<file path="config.mk">
export PLATFORM = sky130hd
export DESIGN_NAME = poly_note_player
export DESIGN_NICKNAME = d
export VERILOG_FILES = /design/src/rtl/poly_note_player.sv
export SDC_FILE = /design/constraint.sdc
export NUM_CORES = 1
export LEC_CHECK = 0
export CAP_MARGIN = 20
export CELL_PAD_IN_SITES_DETAIL_PLACEMENT = 2
export CELL_PAD_IN_SITES_GLOBAL_PLACEMENT = 2
export CORE_MARGIN = 10
export CORE_UTILIZATION = 44
export DETAILED_ROUTE_END_ITERATION = 10
export GPL_TIMING_DRIVEN = 0
export HOLD_SLACK_MARGIN = 0.12
export PLACE_DENSITY_LB_ADDON = 0.15
export SYNTH_ARGS = -nofsm -noshare
export SYNTH_HDL_FRONTEND = slang
export SYNTH_SLANG_ARGS = --single-unit
</file>
<file path="constraint.sdc">
create_clock -name clk -period 10.5 [get_ports clk]
set_input_delay 2.1 -clock clk [delete_from_list [all_inputs] [get_ports clk]]
set_output_delay 2.1 -clock clk [all_outputs]
set_load 0.1 [all_outputs]
</file>
<file path="src/rtl/poly_note_player.sv">
// Multi-voice note player: per-voice phase/duration/waveform state, mixed into
// one signed sample stream through a two-stage pipeline behind sampling_pulse.
module poly_note_player #(
  parameter int VOICES   = 4,
  parameter int PHASE_W  = 20,
  parameter int DUR_W    = 6,
  parameter int SAMPLE_W = 16,
  localparam int VW      = (VOICES > 1) ? $clog2(VOICES) : 1,
  localparam int SHIFT   = $clog2(VOICES)
) (
  input  logic                clk,
  input  logic                reset,
  input  logic                play_enable,
  input  logic                load_new_note,
  input  logic [VW-1:0]       load_voice,
  input  logic [PHASE_W-1:0]  step_to_load,
  input  logic [DUR_W-1:0]    duration_to_load,
  input  logic [1:0]          wave_to_load,
  input  logic                beat,
  input  logic                sampling_pulse,
  output logic [VOICES-1:0]   note_done,
  output logic [VOICES-1:0]   voice_active,
  output logic [SAMPLE_W-1:0] sample,
  output logic                sample_ready
);

  localparam logic [SAMPLE_W-1:0] W_POS = {1'b0, {(SAMPLE_W-1){1'b1}}};
  localparam logic [SAMPLE_W-1:0] W_NEG = {1'b1, {(SAMPLE_W-2){1'b0}}, 1'b1};

  logic [PHASE_W-1:0]         r_phase [VOICES];
  logic [PHASE_W-1:0]         r_step  [VOICES];
  logic [DUR_W-1:0]           r_dur   [VOICES];
  logic [1:0]                 r_wave  [VOICES];
  logic [VOICES-1:0]          r_active;
  logic [VOICES-1:0]          r_note_done;
  logic signed [SAMPLE_W-1:0] r_val   [VOICES];
  logic                       r_s0_valid;
  logic                       r_s1_valid;
  logic [SAMPLE_W-1:0]        r_sample;
  logic                       r_sample_ready;

  logic [SAMPLE_W-1:0]        w_wave  [VOICES];
  logic signed [SAMPLE_W-1:0] w_sum;

  // Waveform shaping from the top SAMPLE_W bits of each phase accumulator.
  for (genvar gi = 0; gi < VOICES; gi++) begin : g_voice
    logic [SAMPLE_W-1:0] w_p;
    logic [SAMPLE_W-1:0] w_t;
    assign w_p = r_phase[gi][PHASE_W-1 -: SAMPLE_W];
    assign w_t = w_p[SAMPLE_W-1] ? ~(w_p << 1) : (w_p << 1);
    assign w_wave[gi] =
      (r_wave[gi] == 2'd0) ? (w_p[SAMPLE_W-1] ? W_NEG : W_POS) :
      (r_wave[gi] == 2'd1) ? {~w_p[SAMPLE_W-1], w_p[SAMPLE_W-2:0]} :
      (r_wave[gi] == 2'd2) ? {~w_t[SAMPLE_W-1], w_t[SAMPLE_W-2:0]} :
                             '0;
  end

  // Pre-scaling each voice by 1/VOICES keeps the sum inside SAMPLE_W bits.
  always_comb begin
    w_sum = '0;
    for (int v = 0; v < VOICES; v++) begin
      w_sum = w_sum + (r_val[v] >>> SHIFT);
    end
  end

  always_ff @(posedge clk) begin
    if (!reset) begin
      for (int v = 0; v < VOICES; v++) begin
        r_phase[v] <= '0;
        r_step[v]  <= '0;
        r_dur[v]   <= '0;
        r_wave[v]  <= '0;
        r_val[v]   <= '0;
      end
      r_active       <= '0;
      r_note_done    <= '0;
      r_s0_valid     <= 1'b0;
      r_s1_valid     <= 1'b0;
      r_sample       <= '0;
      r_sample_ready <= 1'b0;
    end else begin
      for (int v = 0; v < VOICES; v++) begin
        r_note_done[v] <= 1'b0;
        // A load on this voice overrides any beat or pulse on the same edge.
        if (load_new_note && (int'(load_voice) == v)) begin
          r_phase[v]     <= '0;
          r_step[v]      <= step_to_load;
          r_wave[v]      <= wave_to_load;
          r_dur[v]       <= duration_to_load;
          r_active[v]    <= (duration_to_load != '0);
          r_note_done[v] <= (duration_to_load == '0);
        end else if (play_enable && r_active[v]) begin
          if (sampling_pulse) begin
            r_phase[v] <= r_phase[v] + r_step[v];
          end
          if (beat) begin
            r_dur[v] <= r_dur[v] - DUR_W'(1);
            if (r_dur[v] == DUR_W'(1)) begin
              r_active[v]    <= 1'b0;
              r_note_done[v] <= 1'b1;
            end
          end
        end
        if (r_s0_valid) begin
          r_val[v] <= r_active[v] ? w_wave[v] : '0;
        end
      end

      // Pipeline stages run regardless of play_enable so in-flight samples finish.
      r_s0_valid     <= play_enable && sampling_pulse;
      r_s1_valid     <= r_s0_valid;
      r_sample_ready <= r_s1_valid;
      if (r_s1_valid) begin
        r_sample <= w_sum;
      end
    end
  end

  assign note_done    = r_note_done;
  assign voice_active = r_active;
  assign sample       = r_sample;
  assign sample_ready = r_sample_ready;

endmodule

</file>
==> Yosys cells after proc, flatten, opt, wreduce, memory -nomap -nowiden <==
Memories as Yosys holds them, arrays and structs flattened.
Cells that the tools add are included.
{ "word_totals": {"register_bits": 27, "ram_bits": 256, "wordCells": 246, "n_memories": 5} }
{ "classes": {"addsub": 11, "eq_ne": 15, "n_mux": 134, "n_bitwise": 40, "reduce_logical": 32} }
{ "memory_table": {"columns": ["name", "words", "width", "rd", "rd_clocked_by_memory_dff", "wr", "line", "source"], "rows": [
  ["r_phase", 4, 20, 4, 0, 4, "30", "logic [PHASE_W-1:0] r_phase [VOICES];"],
  ["r_step", 4, 20, 4, 0, 4, "31", "logic [PHASE_W-1:0] r_step [VOICES];"],
  ["r_val", 4, 16, 4, 0, 4, "36", "logic signed [SAMPLE_W-1:0] r_val [VOICES];"],
  ["r_dur", 4, 6, 4, 0, 4, "32", "logic [DUR_W-1:0] r_dur [VOICES];"],
  ["r_wave", 4, 2, 4, 0, 4, "33", "logic [1:0] r_wave [VOICES];"]
]} }
{ "ops": {"columns": ["operator", "n"], "rows": [
  ["16-bit two-way mux", 28],
  ["20-bit two-way mux", 12],
  ["1-bit two-way mux", 82],
  ["20-bit adder", 4],
  ["16-bit NOT", 4],
  ["6-bit two-way mux", 8],
  ["1-bit OR", 28],
  ["6-bit by 1-bit == test with 1-bit output, second input constant", 4],
  ["2-bit nonzero test", 12],
  ["6-bit by 1-bit subtractor with 6-bit output, second input constant", 4],
  ["15-bit by 14-bit adder with 16-bit output", 1],
  ["16-bit by 14-bit adder with 16-bit output", 1],
  ["14-bit by 14-bit adder with 15-bit output", 1],
  ["2-bit == test, second input constant", 6],
  ["3-bit AND reduction", 4],
  ["2-bit by 1-bit == test with 1-bit output, second input constant", 5],
  ["2-bit zero test", 5],
  ["1-bit logical AND", 9],
  ["2-bit two-way mux", 4],
  ["1-bit NOT", 8],
  ["6-bit zero test", 1],
  ["6-bit nonzero test", 1]
]} }

==> Depth between registers and ports, before layout <==
Gate-level depths: netlist (run 1).
{ "logic_depth": {"word_depth": 8, "ltp_mapped": 13} }

==> Worst setup path before layout (run 1) <==
OpenSTA, ideal clock, no wires.
{ "synth_timing": {"path_kind": "input-to-reg", "start": "input reset", "end": "memory r_val[0][10] (enable)", "t_arrival_ps": 3597, "required_ps": 10077, "path_slack_ps": 6480, "stages": 2, "path_buffers": 1, "path_cell_list": "clkbuf_1 -> nand2b_1"} }
{ "synth_lines": {"columns": ["element", "line", "source"], "rows": [
  ["start, declared", "12", "input logic reset,"],
  ["end, declared", "36", null]
]} }

==> key figures, run 1 <==
Yosys
  • Synthesized flop and latch total: roughly 280
  • Mapped Avg Cell Area: roughly 10 um2
  • Syn Inst Count: between 1500 and 2000
  • Xor and xnor fraction of the mapped netlist area: 0.0606
  • Sequential share of the synthesized area: 0.468
  • Share of Yosys cell area claimed by the top area cell type: 0.436
  • Largest family of logic cells by synthesized area: simple AND/OR/NAND/NOR gates
  • Synth Area in Adders: 0.111
  • Simple-gate area share of the yosys netlist: 0.186
  • Synth area leader: edfxtp_1
  • Asr flop ratio synth: 0
  • Mux cell area share after synthesis: 0.00953
  • Ys Warns: 0
  • Post-synth EDFFs: approximately 250
  • Compound-cell area share of the yosys netlist: 0.124
  • Syn nets: 1859
  • Post-Synthesis Cell Area: 0.0171 mm2
  • Most frequent cells after synthesis: edfxtp_1, nor2_1, a21oi_1, inv_1, ha_1
  • Count leader, synth: edfxtp_1
  • Synth Flop Type: edfxtp_1
  • Synth top area cells: edfxtp_1, ha_1, xnor2_1, nor2_1, fa_1
  • Yosys cell types: 71

Clocking
  • Reg clk slew, reported paths: around 60 ps
  • CTS tree: yes
  • CTS H-Tree Depth: 2
  • Root Driver: clkbuf_16
  • Hold_buf cts: 0
  • CTS Sinks: roughly 280
  • Setup Buffers After CTS: 0
  • Clk_lat worst skew: 550 ps
  • Clock Path Buffers: 3
  • CTS resizes: 0
  • Cts bufs inserted: 35

Placed design
  • Pre-CTS setup slack: around 4700 ps
  • Gpl congestion: roughly 0.84
  • Placed cells: around 2300
  • Final HPWL DP: approximately 44 mm
  • PortBufs: 59

Layout
  • Layout cells sized above 1: 0.0441
  • Area growth, synth to finish: 14.0%
  • Ant diodes: 0
  • Layout Cells excl Fill: approximately 2300
  • Final net count: 1958

STA
  • Skew final: roughly 25 ps
  • Max Freq: 188 MHz
  • Part of the cycle the worst path needs: 0.507
  • Slew margin rel.: 0.323
  • Tmin final: roughly 5300 ps
  • Final worst setup slack: ~5200 ps
  • Fin. max-slew vios: 0
  • Worst slew pin tran: between 1000 and 1500 ps
  • RSZ-0062 raised after global routing: no
  • Final setup violation count: 0
  • Final Hold Fails: 0
  • Setup TNS: 0 ps

Floorplanning
  • Starting Density: 0.444
  • IO Count: 61
  • Die width: 217 um
  • Core area: 0.0385 mm2
  • DIE AREA: about 0.047 mm2
  • Chip height: between 200 and 250 um
  • # rows: roughly 70

GRT
  • Vias in the first global route: 15300
  • Overall Global Routing Usage: 0.253
  • Grt total ovfl: 0
  • First-pass GRT wire length: between 90 and 100 mm
  • Largest net degree at the start of global routing: between 40 and 50
  • Initial antenna violation count: 1

Pwr
  • Clock network power share: 0.381
  • Logic pwr share: 0.206
  • PwrDens: about 160 mW/mm2
  • P_sw: around 0.97 mW
  • Worst vdd ir: 0.132 mV
  • Reg power frac: 0.414
  • Internal power: 2.21 mW
  • Leak: around 7.7 nW
  • Switching Fraction: 0.305

Critical path
  • Critical path destination: r_phase[0][17]$_SDFFCE_PN0P_
  • Worst r2r path cells: 13
  • Worst r2r dst: sample[15]$_SDFFE_PN0P_
  • Worst Path Required: about 11000 ps
  • Worst Path Arrival: ~5500 ps
  • R2R Setup Slk: ~6400 ps
  • Setup CP Type: input pin to flip-flop
  • CP startpoint: reset
  • CP endpoint kind: flip-flop
  • Reg2Reg Launch Point: r_val[3][3]$_SDFFCE_PN0P_
  • Crit Path Max Fanout: 20
  • Worst setup SP type: input pin

Drt
  • Vias per cell: 5.78
  • Routed WL: slightly below 60 mm
  • Remaining antenna violation count: 0
  • Wire per inst: ~26 um
  • # DRC: 0
  • First-pass detailed-route iteration total: 5
  • Vias: roughly 13000
  • 1st-iter DRT viols: ~840

Status
  • Run status: completed

Hold path
  • Hold crit path type: flip-flop to flip-flop

Run
  • Max_cap viols: 0
[routing by layer]
metal | global-route usage | vias up | wire (um)
li1 | - | 6156 | -
met4 | 0.101 | 0 | 2400
met3 | 0.0368 | 113 | 2300
met5 | 0 | - | 0
met2 | 0.443 | 273 | 30000
met1 | 0.308 | 6956 | 24900
[logic make-up (layout without fill, tap and decap cells)]
family | Yosys count | count (layout)
AOI/OAI and AO/OA | 332 | 332
xor gates and xnor gates | 118 | 118
adders and majority gates | 132 | 132
buffers and inverters | 183 | 308
DFF | 275 | 275
muxes | 16 | 16
and+or+nand+nor | 635 | 635
[cell usage in the layout, fill, tap and decap left out, types with 5 or more instances in the layout]
master and n:
a211oi_1 10, a21o_1 44, a21oi_1 117, a31oi_1 15, and2_1 53, and3_1 59, buf_1 8, clkbuf_1 56
clkbuf_16 37, clkdlybuf4s50_1 59, clkinv_1 10, clkinv_2 9, dfxtp_1 27, edfxtp_1 248, fa_1 33, ha_1 99
inv_1 117, mux2i_1 14, nand2_1 92, nand2b_1 10, nand3_1 28, nand4_1 15, nor2_1 210, nor2b_1 77
nor3_1 40, nor3b_1 8, nor4b_1 6, o211ai_1 10, o21a_1 18, o21ai_0 63, o21bai_1 12, or2_2 5
or3_1 13, xnor2_1 95, xor2_1 23
[registers in the layout, indices dropped and copies added (netlist names)]
| signal | count |
|---|---|
| sample_ready | 1 |
| r_s1_valid | 1 |
| r_phase | 80 |
| r_s0_valid | 1 |
| r_wave | 8 |
| sample | 16 |
| r_dur | 24 |
| r_val | 56 |
| note_done | 4 |
| r_step | 80 |
| voice_active | 4 |
[critical path, cell delays in order]
cell and delay, ps:
clkdlybuf4s50_1 720, inv_1 240, clkbuf_1 650, clkbuf_1 730, nor2_1 220, nand2_1 790
[worst min path at each step]
stage / startpoint / end / cells past startpoint
5_1_grt: sample[4]$_SDFFE_PN0P_ / sample[4]$_SDFFE_PN0P_ / 2
3_5_place_dp: sample[3]$_SDFFE_PN0P_ / sample[3]$_SDFFE_PN0P_ / 2
4_1_cts: sample[9]$_SDFFE_PN0P_ / sample[9]$_SDFFE_PN0P_ / 2
3_3_place_gp: sample[7]$_SDFFE_PN0P_ / sample[7]$_SDFFE_PN0P_ / 2
2_1_floorplan: r_s1_valid$_SDFF_PN0_ / sample[8]$_SDFFE_PN0P_ / 2
6_report: sample[9]$_SDFFE_PN0P_ / sample[9]$_SDFFE_PN0P_ / 2
[power groups by stage]
stage | combinational, mW | clock (mW) | sequential, mW
after floorplan | 0.418 | 0 | 1.34
after global placement | 0.595 | 0 | 1.33
after detailed placement | 0.636 | 0 | 1.34
after CTS | 0.655 | 1.23 | 1.31
after global routing | 0.721 | 1.27 | 1.32
final | 0.654 | 1.21 | 1.31
[per-stage QoR]
step	hold slack [ps]	cell area [um2]	power [mW]	utilization
2_1_floorplan	531	17100	1.76	-
3_3_place_gp	478	18300	1.93	0.476
3_5_place_dp	483	18300	1.97	0.477
4_1_cts	502	19500	3.20	0.506
5_1_grt	545	19500	3.31	0.506
6_report	499	19500	3.18	0.506
[area by class of cell]
cell class	count	area, um2
Fill cell	3958	19000
Buffer	60	226
Clock inverter	18	135
Sequential cell	275	7990
Inverter	123	462
Multi-Input combinational cell	1233	8390
Timing Repair Buffer	62	623
Clock buffer	45	986
Tap cell	518	648
Note: power is estimated with default switching activity, not from simulation.
==> run 2: changes to the inputs <==
--- a/config.mk
+++ b/config.mk
@@ -9,7 +9,7 @@
 export CELL_PAD_IN_SITES_DETAIL_PLACEMENT = 2
 export CELL_PAD_IN_SITES_GLOBAL_PLACEMENT = 2
 export CORE_MARGIN = 10
-export CORE_UTILIZATION = 44
+export CORE_UTILIZATION = 41
 export DETAILED_ROUTE_END_ITERATION = 10
 export GPL_TIMING_DRIVEN = 0
 export HOLD_SLACK_MARGIN = 0.12
==> constraint.sdc (replaced) <==
create_clock -name clk -period 5.01 [get_ports clk]
set_input_delay 1.002 -clock clk [delete_from_list [all_inputs] [get_ports clk]]
set_output_delay 1.002 -clock clk [all_outputs]
set_load 0.1 [all_outputs]
==> key figures, run 2 (synthesis results as in run 1) <==
Placed design
  • Gpl congestion: 0.840 (-0.45%)
  • PortBufs: 59 (unchanged)
  • Final HPWL DP: 43.5 mm (-0.26%)

GRT
  • Overall Global Routing Usage: 0.229 (-0.0235)
  • Vias in the first global route: 14900 (-2.8%)
  • Largest net degree at the start of global routing: 42 (unchanged)
  • First-pass GRT wire length: 89.3 mm (-3.6%)
  • Initial antenna violation count: 3 (+2)
  • Grt total ovfl: 0 (unchanged)

STA
  • RSZ-0062 raised after global routing: no
  • Final setup violation count: 0 (unchanged)
  • Max Freq: around 240 MHz
  • Worst slew pin tran: 1030 ps (+21.0 ps)
  • Skew final: 22.4 ps (-2.67 ps)
  • Final hold slack: 487 ps (-11.3 ps)
  • Fin. max-slew vios: 0 (unchanged)
  • Final Hold Fails: 0 (unchanged)
  • Setup TNS: 0 ps (unchanged)
  • Part of the cycle the worst path needs: 0.839
  • Tmin final: 4210 ps
  • Slew margin rel.: 0.310 (-0.0131)

Clocking
  • CTS resizes: 0 (unchanged)
  • Clk_lat worst skew: 560 ps (about the same)
  • Root Driver: clkbuf_16
  • CTS tree: yes
  • Hold_buf cts: 0 (unchanged)
  • Setup Buffers After CTS: 0 (unchanged)
  • Cts bufs inserted: 35 (unchanged)
  • Reg clk slew, reported paths: 60 ps (about the same)
  • CTS Sinks: 275 (unchanged)
  • Clock Path Buffers: 3 (unchanged)
  • CTS H-Tree Depth: 2 (unchanged)

Floorplanning
  • Starting Density: 0.416 (-0.0276)
  • IO Count: 61 (unchanged)
  • DIE AREA: 0.0502 mm2 (+6.6%)
  • Die width: 224 um (+3.3%)
  • Core area: 0.0410 mm2 (+6.6%)
  • Chip height: 224 um (+3.3%)
  • # rows: 74 (+2.8%)

Layout
  • Final Util: 0.474 (-0.0318)
  • Top flop regs: r_phase: 80 flops, r_step: 80 flops, r_val: 56 flops
  • Ant diodes: 0 (unchanged)
  • Area growth, synth to finish: 14.0% (about the same)
  • Most frequent cells in the layout: edfxtp_1, nor2_1, inv_1, a21oi_1, ha_1
  • Layout cells sized above 1: 0.0430 (-0.00110)
  • Final net count: 1958 (unchanged)
  • Commonest non-fill, non-tap cell in the layout: edfxtp_1

Drt
  • # DRC: 0 (unchanged)
  • Wire per inst: 24.6 um (-3.8%)
  • Routed WL: 57.7 mm (-3.2%)
  • First-pass detailed-route iteration total: 5 (unchanged)
  • 1st-iter DRT viols: 771 (-7.8%)
  • Remaining antenna violation count: 0 (unchanged)
  • Met3 WL: 2.12 mm (-8.1%)
  • Met2 WL: 29.2 mm (-2.6%)
  • Vias: 13300 (-1.4%)
  • Vias per cell: 5.67 (-2.0%)
  • Top sig layer: met5
  • Met1 wire length: 24.6 mm (-1.1%)

Pwr
  • Tot Pwr: 6.51 mW (+100%)
  • PwrDens: 335 mW/mm2 (+110%)
  • Leak: 7.71 nW (-0.40%)
  • Worst vdd ir: 0.272 mV (+110%)

Hold path
  • Hold crit path type: flip-flop to flip-flop

Critical path
  • Setup CP Type: input pin to flip-flop
  • Worst setup SP type: input pin
  • Worst Path Arrival: 4370 ps (-1110 ps)
  • Crit Path Max Fanout: 20 (unchanged)
  • Worst Path Required: 5170 ps (-5490 ps)
  • CP endpoint kind: flip-flop

Run
  • Max_cap viols: 0 (unchanged)

Status
  • Run status: completed
## run 2: report_power, final
part           internal, mW  total (mW)  switching, mW
sequential             2.64        2.75          0.106
combinational         0.497        1.35          0.856
clock                  1.37        2.41           1.04
total                  4.51        6.51           2.01
## run 2: worst max-delay path: stages
cell and delay, ps:
clkdlybuf4s50_1 700, inv_1 240, clkbuf_1 670, clkbuf_1 760, nor2_1 190, nand2_1 760
## run 2: layout make-up
type	count	area (um2)
plain buffers	60	226
clock buffers	41	920
clock inverters	22	146
fillers	4283	21600
inverters	123	462
multi-input cells	1233	8400
flip-flops and latches	275	7990
well taps	532	666
repair buffers	62	643
## run 2: stage by stage
step           worst slack [ps]  std cells  area (um2)
2_1_floorplan              1430       1691       17100
3_3_place_gp                306       2282       18300
3_5_place_dp                235       2284       18400
4_1_cts                     812       2347       19400
5_1_grt                     589       2348       19400
6_report                    804       2348       19400
## run 2: per-layer routing
metal,track usage,vias up
met3,0.0303,85
met5,0,-
met2,0.407,256
met4,0.0781,2
met1,0.282,6795
li1,-,6171
## run 2: final timing paths
kind              slack, ps                       from  cells past startpoint                           end
setup / recovery        800                      reset                      6  r_phase[0][10]$_SDFFCE_PN0P_
hold / removal          490     sample[3]$_SDFFE_PN0P_                      2        sample[3]$_SDFFE_PN0P_
setup reg to reg        920  r_val[3][3]$_SDFFCE_PN0P_                     13       sample[15]$_SDFFE_PN0P_
hold reg to reg         490     sample[3]$_SDFFE_PN0P_                      2        sample[3]$_SDFFE_PN0P_
